--- src/rtl/clock_set_ctrl.sv ---
// rtl/clock_set_ctrl.sv - button debounce, 1 Hz enable and time-set FSM for the BCD time-of-day counter
// Optional macro AUTO_REPEAT_EN: held inc button repeats every REPEAT_CYCLES cycles in SET states.

module clock_set_ctrl #(
  parameter int TICK_DIV      = 50000000,
  parameter int DEB_CYCLES    = 4,
  parameter int REPEAT_CYCLES = 25000000
) (
  input  logic       clk,
  input  logic       reset,
  input  logic       btn_mode,
  input  logic       btn_inc,
  input  logic       cur_H1,
  input  logic [3:0] cur_H2,
  input  logic [2:0] cur_M1,
  input  logic [3:0] cur_M2,
  input  logic [2:0] cur_S1,
  input  logic [3:0] cur_S2,
  output logic       tick_en,
  output logic       load,
  output logic       set_H1,
  output logic [3:0] set_H2,
  output logic [2:0] set_M1,
  output logic [3:0] set_M2,
  output logic [2:0] set_S1,
  output logic [3:0] set_S2,
  output logic [1:0] mode
);

  localparam int DIV_W = $clog2(TICK_DIV);
  localparam int DEB_W = $clog2(DEB_CYCLES + 1);
  localparam logic [DIV_W-1:0] DIV_LAST = DIV_W'(TICK_DIV - 1);
  localparam logic [DEB_W-1:0] DEB_LAST = DEB_W'(DEB_CYCLES - 1);

  typedef enum logic [2:0] {
    S_RUN, S_SET_H, S_SET_M, S_SET_S, S_LOAD
  } state_t;

  if (TICK_DIV < 2 || DEB_CYCLES < 1 || REPEAT_CYCLES < 1) begin : g_bad_params
    $error("clock_set_ctrl: parameter out of range");
  end

  // Index 0 is the mode button, index 1 the inc button.
  logic [1:0]       sync1_q, sync1_d, sync2_q, sync2_d;
  logic [1:0]       level_q, level_d, press_q, press_d;
  logic [DEB_W-1:0] deb_cnt_q [2];
  logic [DEB_W-1:0] deb_cnt_d [2];
  logic [DIV_W-1:0] div_q, div_d;
  state_t           state_q, state_d;
  logic             h1_q, h1_d;
  logic [3:0]       h2_q, h2_d, m2_q, m2_d, s2_q, s2_d;
  logic [2:0]       m1_q, m1_d, s1_q, s1_d;
  logic             inc_evt;

  // Level is accepted after DEB_CYCLES consecutive samples disagreeing with it.
  always_comb begin
    sync1_d      = {btn_inc, btn_mode};
    sync2_d      = sync1_q;
    level_d      = level_q;
    deb_cnt_d[0] = '0;
    deb_cnt_d[1] = '0;
    for (int b = 0; b < 2; b++) begin
      if (sync2_q[b] != level_q[b]) begin
        if (deb_cnt_q[b] == DEB_LAST) begin
          level_d[b] = sync2_q[b];
        end else begin
          deb_cnt_d[b] = deb_cnt_q[b] + DEB_W'(1);
        end
      end
    end
    press_d = level_d & ~level_q;
  end

`ifdef AUTO_REPEAT_EN
  localparam int REP_W = $clog2(REPEAT_CYCLES + 1);
  localparam logic [REP_W-1:0] REP_LAST = REP_W'(REPEAT_CYCLES - 1);

  logic [REP_W-1:0] rep_q, rep_d;
  logic             in_set, rep_pulse;

  always_comb begin
    in_set    = (state_q == S_SET_H) || (state_q == S_SET_M) || (state_q == S_SET_S);
    rep_pulse = in_set && level_q[1] && (press_q == 2'b00) && (rep_q == REP_LAST);
    rep_d     = rep_q + REP_W'(1);
    if (!in_set || !level_q[1] || (press_q != 2'b00) || rep_pulse) begin
      rep_d = '0;
    end
    inc_evt = press_q[1] | rep_pulse;
  end

  always_ff @(posedge clk or posedge reset) begin
    if (reset) rep_q <= '0;
    else       rep_q <= rep_d;
  end
`else
  always_comb inc_evt = press_q[1];
`endif

  always_comb begin
    div_d   = '0;
    tick_en = 1'b0;
    if (state_q == S_RUN) begin
      if (div_q == DIV_LAST) tick_en = 1'b1;
      else                   div_d   = div_q + DIV_W'(1);
    end
  end

  // Mode press has priority; an inc press in the same cycle is dropped.
  always_comb begin
    state_d = state_q;
    h1_d = h1_q; h2_d = h2_q;
    m1_d = m1_q; m2_d = m2_q;
    s1_d = s1_q; s2_d = s2_q;
    load = 1'b0;
    mode = 2'd0;
    case (state_q)
      S_RUN: begin
        if (press_q[0]) begin
          h1_d = cur_H1; h2_d = cur_H2;
          m1_d = cur_M1; m2_d = cur_M2;
          s1_d = cur_S1; s2_d = cur_S2;
          state_d = S_SET_H;
        end
      end
      S_SET_H: begin
        mode = 2'd1;
        if (press_q[0]) begin
          state_d = S_SET_M;
        end else if (inc_evt) begin
          if (h2_q == 4'd9) begin
            h2_d = 4'd0;
            h1_d = ~h1_q;
          end else begin
            h2_d = h2_q + 4'd1;
          end
        end
      end
      S_SET_M: begin
        mode = 2'd2;
        if (press_q[0]) begin
          state_d = S_SET_S;
        end else if (inc_evt) begin
          if (m2_q == 4'd9) begin
            m2_d = 4'd0;
            m1_d = (m1_q == 3'd5) ? 3'd0 : m1_q + 3'd1;
          end else begin
            m2_d = m2_q + 4'd1;
          end
        end
      end
      S_SET_S: begin
        mode = 2'd3;
        if (press_q[0]) begin
          state_d = S_LOAD;
        end else if (inc_evt) begin
          s1_d = 3'd0;
          s2_d = 4'd0;
        end
      end
      S_LOAD: begin
        load    = 1'b1;
        state_d = S_RUN;
      end
      default: state_d = S_RUN;
    endcase
  end

  always_ff @(posedge clk or posedge reset) begin
    if (reset) begin
      sync1_q      <= '0;
      sync2_q      <= '0;
      level_q      <= '0;
      press_q      <= '0;
      deb_cnt_q[0] <= '0;
      deb_cnt_q[1] <= '0;
      div_q        <= '0;
      state_q      <= S_RUN;
      h1_q <= 1'b0; h2_q <= '0;
      m1_q <= '0;   m2_q <= '0;
      s1_q <= '0;   s2_q <= '0;
    end else begin
      sync1_q      <= sync1_d;
      sync2_q      <= sync2_d;
      level_q      <= level_d;
      press_q      <= press_d;
      deb_cnt_q[0] <= deb_cnt_d[0];
      deb_cnt_q[1] <= deb_cnt_d[1];
      div_q        <= div_d;
      state_q      <= state_d;
      h1_q <= h1_d; h2_q <= h2_d;
      m1_q <= m1_d; m2_q <= m2_d;
      s1_q <= s1_d; s2_q <= s2_d;
    end
  end

  assign set_H1 = h1_q;
  assign set_H2 = h2_q;
  assign set_M1 = m1_q;
  assign set_M2 = m2_q;
  assign set_S1 = s1_q;
  assign set_S2 = s2_q;

endmodule

--- config.mk ---
export PLATFORM = sky130hd
export DESIGN_NAME = clock_set_ctrl
export DESIGN_NICKNAME = d
export VERILOG_FILES = /design/src/rtl/clock_set_ctrl.sv
export SDC_FILE = /design/constraint.sdc
export NUM_CORES = 1
export LEC_CHECK = 0
export CORE_UTILIZATION = 54
export DETAILED_ROUTE_END_ITERATION = 8
export PLACE_DENSITY = 0.8
export SYNTH_ARGS = -nofsm -noshare
export SYNTH_HDL_FRONTEND = slang
export SYNTH_SLANG_ARGS = --single-unit
--- constraint.sdc ---
create_clock -name clk -period 2.3 [get_ports clk]
set_input_delay 0.23 -clock clk [delete_from_list [all_inputs] [get_ports clk]]
set_output_delay 0.23 -clock clk [all_outputs]
set_load 0.02 [all_outputs]
---- Yosys cells after proc, flatten, opt, wreduce, memory -nomap -nowiden ----
Cells that the tools add are included.
cells by class
  $add $sub $neg .......................... 6
  equal/unequal tests ..................... 24
  mux-type cells .......................... 48
  bitwise operators ....................... 3
  reductions and logical operators ........ 10
operators with widths
  operator               number
  $mux 26                2
  $mux 3                 16
  $mux 4                 11
  $add 26x1->26 const B  1
  $eq 26x26->1 const B   1
  $ne 2x2->1 const B     12
  $pmux 4 s2             3
  $reduce_and 4->1       4
  $eq 3x2->1 const B     4
  $pmux 3 s2             2
  $pmux 3 s4             1
  $mux 1                 11
  $reduce_and 5->1       2
  $add 3x1->3 const B    3
  $add 4x1->4 const B    2
  $eq 4x4->1 const B     2
  $eq 3x3->1 const B     2
  $pmux 2 s3             1
  $reduce_bool 2->1      3
  $eq 3x1->1 const B     1
  $logic_not 3->1        1
  $and 2x2->2            1
  $ne 1x1->1             2
  $not 2->2              1
  2 further kinds        2
word-level totals
  register bits ........................... 62
  input bits .............................. 23
  output and inout bits ................... 23
  logic and storage cells ................. 105

---- Depth between registers and ports, before layout ----
  word-level depth ........................ 6
  depth in mapped cells ................... 7
  gate-level depth less buffers ........... 5

---- Worst setup path after synthesis ----
Ideal clock, no wire load.
  path kind ............................... flip-flop to flip-flop
  start ................................... register div_q[2]
  end ..................................... register div_q[25]
  setup time .............................. 79 ps
  arrival ................................. 1673 ps
  required time ........................... 2221 ps
  slack ................................... 548 ps
  stages on the path, launching flop included .. 5
  buffers on the path ..................... 0
  clock period less this slack ............ 1752 ps
  cell sequence ........................... dfrtp_1 -> nand3_2 -> or4_4 -> or4_1 -> a21oi_1
between the ends
  word-level cells in the longest chain between the ends .. 3
  elaborated cells on any way between the ends .. 4
  classes of those cells .................. 1 x add/sub; 1 x eq/ne; 2 x mux
ends and longest elaborated chain
  element                                               RTL line  source
  from (decl)                                           48        logic [DIV_W-1:0] div_q, div_d;
  from (signal assigned)                                188       div_q <= div_d;
  $add 26x1->26 / $eq 26x26->1 (equally long branches)  104, 103
  $mux 26 *                                             103       if (div_q == DIV_LAST) tick_en = 1'b1;
  $mux 26 *                                             102       if (state_q == S_RUN) begin
  net div_d[25]                                         48
Mark *: on every way through the listed nets, which the timed path passes. The rest lies on a longest branch.
A chain may end at the register's enable or synchronous reset.

---- Final worst setup path ----
  start ................................... register div_q[0]
  end ..................................... output tick_en
between the ends
  word-level cells in the longest chain between the ends .. 3
ends and longest elaborated chain
  element       RTL line  source
  $eq 26x26->1  103
  $mux 1        103
  $mux 1        102
  to (decl)     19        output logic tick_en,
Every way passes these cells.

==> impl_metrics.csv <==
group,metric,value,unit
outcome,status,"finished clean",
clocking,cts_tree,"yes",
grt,grt_pass1_wl,10400,microns
final_layout,nNetsFinal,376,
clocking,cts_buffer_depth,2,
worst_setup_path,crit_fanout,5,
final_layout,synthToLayoutAreaGrowth,25.2,%
sta,whs,0.280,ns
yosys,synth-seq-cells,62,
sta,min_period,2.11,ns
sta,worst_slack,0.194,ns
clocking,numCtsBuffers,9,
worst_setup_path,critPathRequiredTime,2.07,ns
placed_design,port_buffers,45,
pwr,swShare,34.1,%
pwr,p_int,2.62,mW
clocking,cts-root-buf,"clkbuf_8",
grt,met1_usage,31.2,%
clocking,clk-insertion-delay-late,0.33,ns
worst_setup_path,endpoint_kind,"primary output",
sta,fin_crit_sh,91.6,%
flow_run,drv_cap,0,
yosys,avgSynthCellArea,10.0,sq um
placed_design,post_dp_cell_area,3560,sq um
clocking,cts_max_level,3,
grt,busiest_layer,"met2",
yosys,ys_warn_count,0,
worst_hold_path,hold_class,"in2async",
final_layout,stdcell_area,3780,sq um
placed_design,gp_congestion,0.786,
sta,fin_skew,0.00725,ns
yosys,async_reset_ff_share,100,%
final_layout,layout_common_cells,"62 x dfrtp_1, 44 x clkdlybuf4s50_1, 28 x a21oi_1, 21 x nor2_1, 17 x nand2_1",
yosys,synth_ff_type,"dfrtp_1",
placed_design,pre_cts_ws,0.225,ns
sta,fmax,475,MHz
floorplan,core,5240,sq um
yosys,postSynthCellCount,301,
floorplan,die_h,76.7,microns
floorplan,boundaryPins,46,
sta,report.final.slew_viol_count,0,
grt,grt_usage,22.7,%
pwr,peakVddDrop,0.634,mV
floorplan,initial_core_util,57.6,%
route,dr.pass1.iters,4,
yosys,syn_area,3020,sq um
floorplan,chipWidth,76.7,microns
grt,grt_pass1_vias,2295,
grt,gr-total-overflow,0,
floorplan,num_rows,26,
pwr,pwr-share-seq,39.9,%
grt,met2_usage,34.3,%
pwr,clkPwrFrac,26.1,%
sta,worst_pin_slew,0.441,ns
clocking,clock_sinks,62,
final_layout,drive_above_1_share,9.86,%
pwr,p_sw,1.36,mW
final_layout,final_common_cell,"dfrtp_1",
sta,finalSetupViolCount,0,
yosys,synthDistinctLibCells,49,
worst_setup_path,critical_path_class,"reg2out",
grt,use_met3,5.60,%
route,ant_nets,0,
route,wl_per_cell,14.2,microns
pwr,power,3.97,mW
route,drc,0,
pwr,p_per_area,1050,nW/um^2
sta,rsz0062_at_grt,"false",
yosys,syn_nets,327,
sta,slew_headroom,70.4,%
yosys,synth_edf_count,0,
sta,finalHoldViolCount,0,
route,drt_wl_total,6030,microns
yosys,ys_seq_area_share,51.5,%
clocking,clk_pin_slew,0.06,ns
grt,antenna_found_initial,0,
worst_setup_path,start_kind,"register",
floorplan,die_area,5890,sq um
worst_setup_path,startpoint,"div_q[0]",
route,via_per_inst,5.70,
worst_setup_path,reg2reg_from,"div_q[2]",
final_layout,n_antenna_cell,0,
route,drt-initial-drc-count,202,
sta,finalSetupTns,0,ns
worst_setup_path,critical_path_arrival,1.88,ns
grt,grt_max_degree,63,
route,vias,2423,
pwr,combPwrFrac,34.0,%
placed_design,hpwl,4020,microns
pwr,p_leak,1.53,nW
-- routing by layer --
layer	vias up	share of wire [%]
met4	0	1.3
li1	1202	-
met3	7	4.2
met2	45	46
met5	-	0
met1	1169	49
-- cell usage after synthesis (all sizes together) (2+ instances only) --
| cell | count | area [sq um] |
|---|---|---|
| nor3 | 4 | 20.0 |
| mux2 | 2 | 22.5 |
| or3 | 6 | 38.8 |
| nand2 | 17 | 63.8 |
| nor2b | 4 | 25.0 |
| inv | 7 | 26.3 |
| o21ai | 14 | 70.1 |
| mux2i | 2 | 20.0 |
| a22oi | 2 | 15.0 |
| ha | 3 | 37.5 |
| o31ai | 8 | 60.1 |
| clkbuf | 11 | 41.3 |
| buf | 4 | 26.3 |
| a21oi | 28 | 140 |
| and4 | 2 | 17.5 |
| o2bb2ai | 2 | 17.5 |
| nand3b | 4 | 30.0 |
| and2 | 3 | 18.8 |
| o41ai | 2 | 17.5 |
| a22o | 8 | 70.1 |
| nor3b | 8 | 60.1 |
| and3 | 4 | 26.3 |
| nor2 | 21 | 78.8 |
| xnor2 | 10 | 87.6 |
| dfrtp | 62 | 1550 |
| or3b | 2 | 17.5 |
| nor4 | 2 | 12.5 |
| a31oi | 4 | 25.0 |
| nand2b | 9 | 56.3 |
| a21boi | 2 | 15.0 |
| nand4 | 5 | 31.3 |
| nor4b | 2 | 17.5 |
| or4 | 9 | 71.3 |
| nand3 | 16 | 85.1 |
| xor2 | 5 | 43.8 |
-- per-stage QoR --
step,util [%],std cells
5_1_grt,72.1,425
6_report,72.1,425
3_5_place_dp,67.9,409
4_1_cts,72.0,425
3_3_place_gp,67.9,409
2_1_floorplan,-,301
-- final timing paths --
kind	to	slack, ns	depth (start not counted)
setup / recovery	tick_en	0.19	6
hold / removal	div_q[16]	0.28	3
setup reg to reg	div_q[21]	0.35	4
hold reg to reg	sync2_q[1]	0.35	0
max in group asynchronous	div_q[12]	1.74	3
min in group clk	sync1_q[0]	0.34	1
-- power by group through the flow --
stage                     Clock [mW]  Sequential (mW)  Combinational, mW
after floorplan                    0             1.70              0.710
after global placement             0             1.59               1.32
after detailed placement           0             1.60               1.35
after CTS                       1.07             1.58               1.36
after global routing            1.10             1.63               1.49
final                           1.04             1.59               1.35
-- registers in the layout, indices dropped and copies added, names as in the netlist, 3 cells and up --
| register | count |
|---|---|
| div_q | 26 |
| set_H2 | 4 |
| state_q | 3 |
| deb_cnt_q | 6 |
| set_M2 | 4 |
| set_S1 | 3 |
| set_M1 | 3 |
| set_S2 | 4 |
-- cell families after synthesis --
group | share of synthesized area, %
compound gates | 16.0
xor+xnor | 4.36
fa+ha+maj | 1.24
buf+inv | 3.11
flops | 51.5
mux | 1.41
simple gates | 22.4
-- timing repair --
item / in CTS / in global routing
cloned: 0 / 0
hold endpoints to repair: 0 / 0
gates resized for setup: 1 / 2
setup buffers: 0 / 0
hold buffers: 0 / 0
endpoints found under the setup margin: 1 / 1
-- final cells by class --
type,count,area (sq um)
Tap cell,70,87.6
Clock buffer,12,145
Inverter,7,26.3
Sequential cell,62,1550
Multi-Input combinational cell,217,1370
Clock inverter,4,70.1
Fill cell,381,1460
Timing Repair Buffer,53,523
-- worst max-delay path, stage by stage, from the launching register on --
cell and delay [ns]:
dfrtp_1 0.41, ha_2 0.24, and3_1 0.23, nand4_1 0.13, nor2_1 0.11, and2_1 0.13, clkdlybuf4s15_1 0.30
Note: power is estimated with default switching activity, not from simulation.
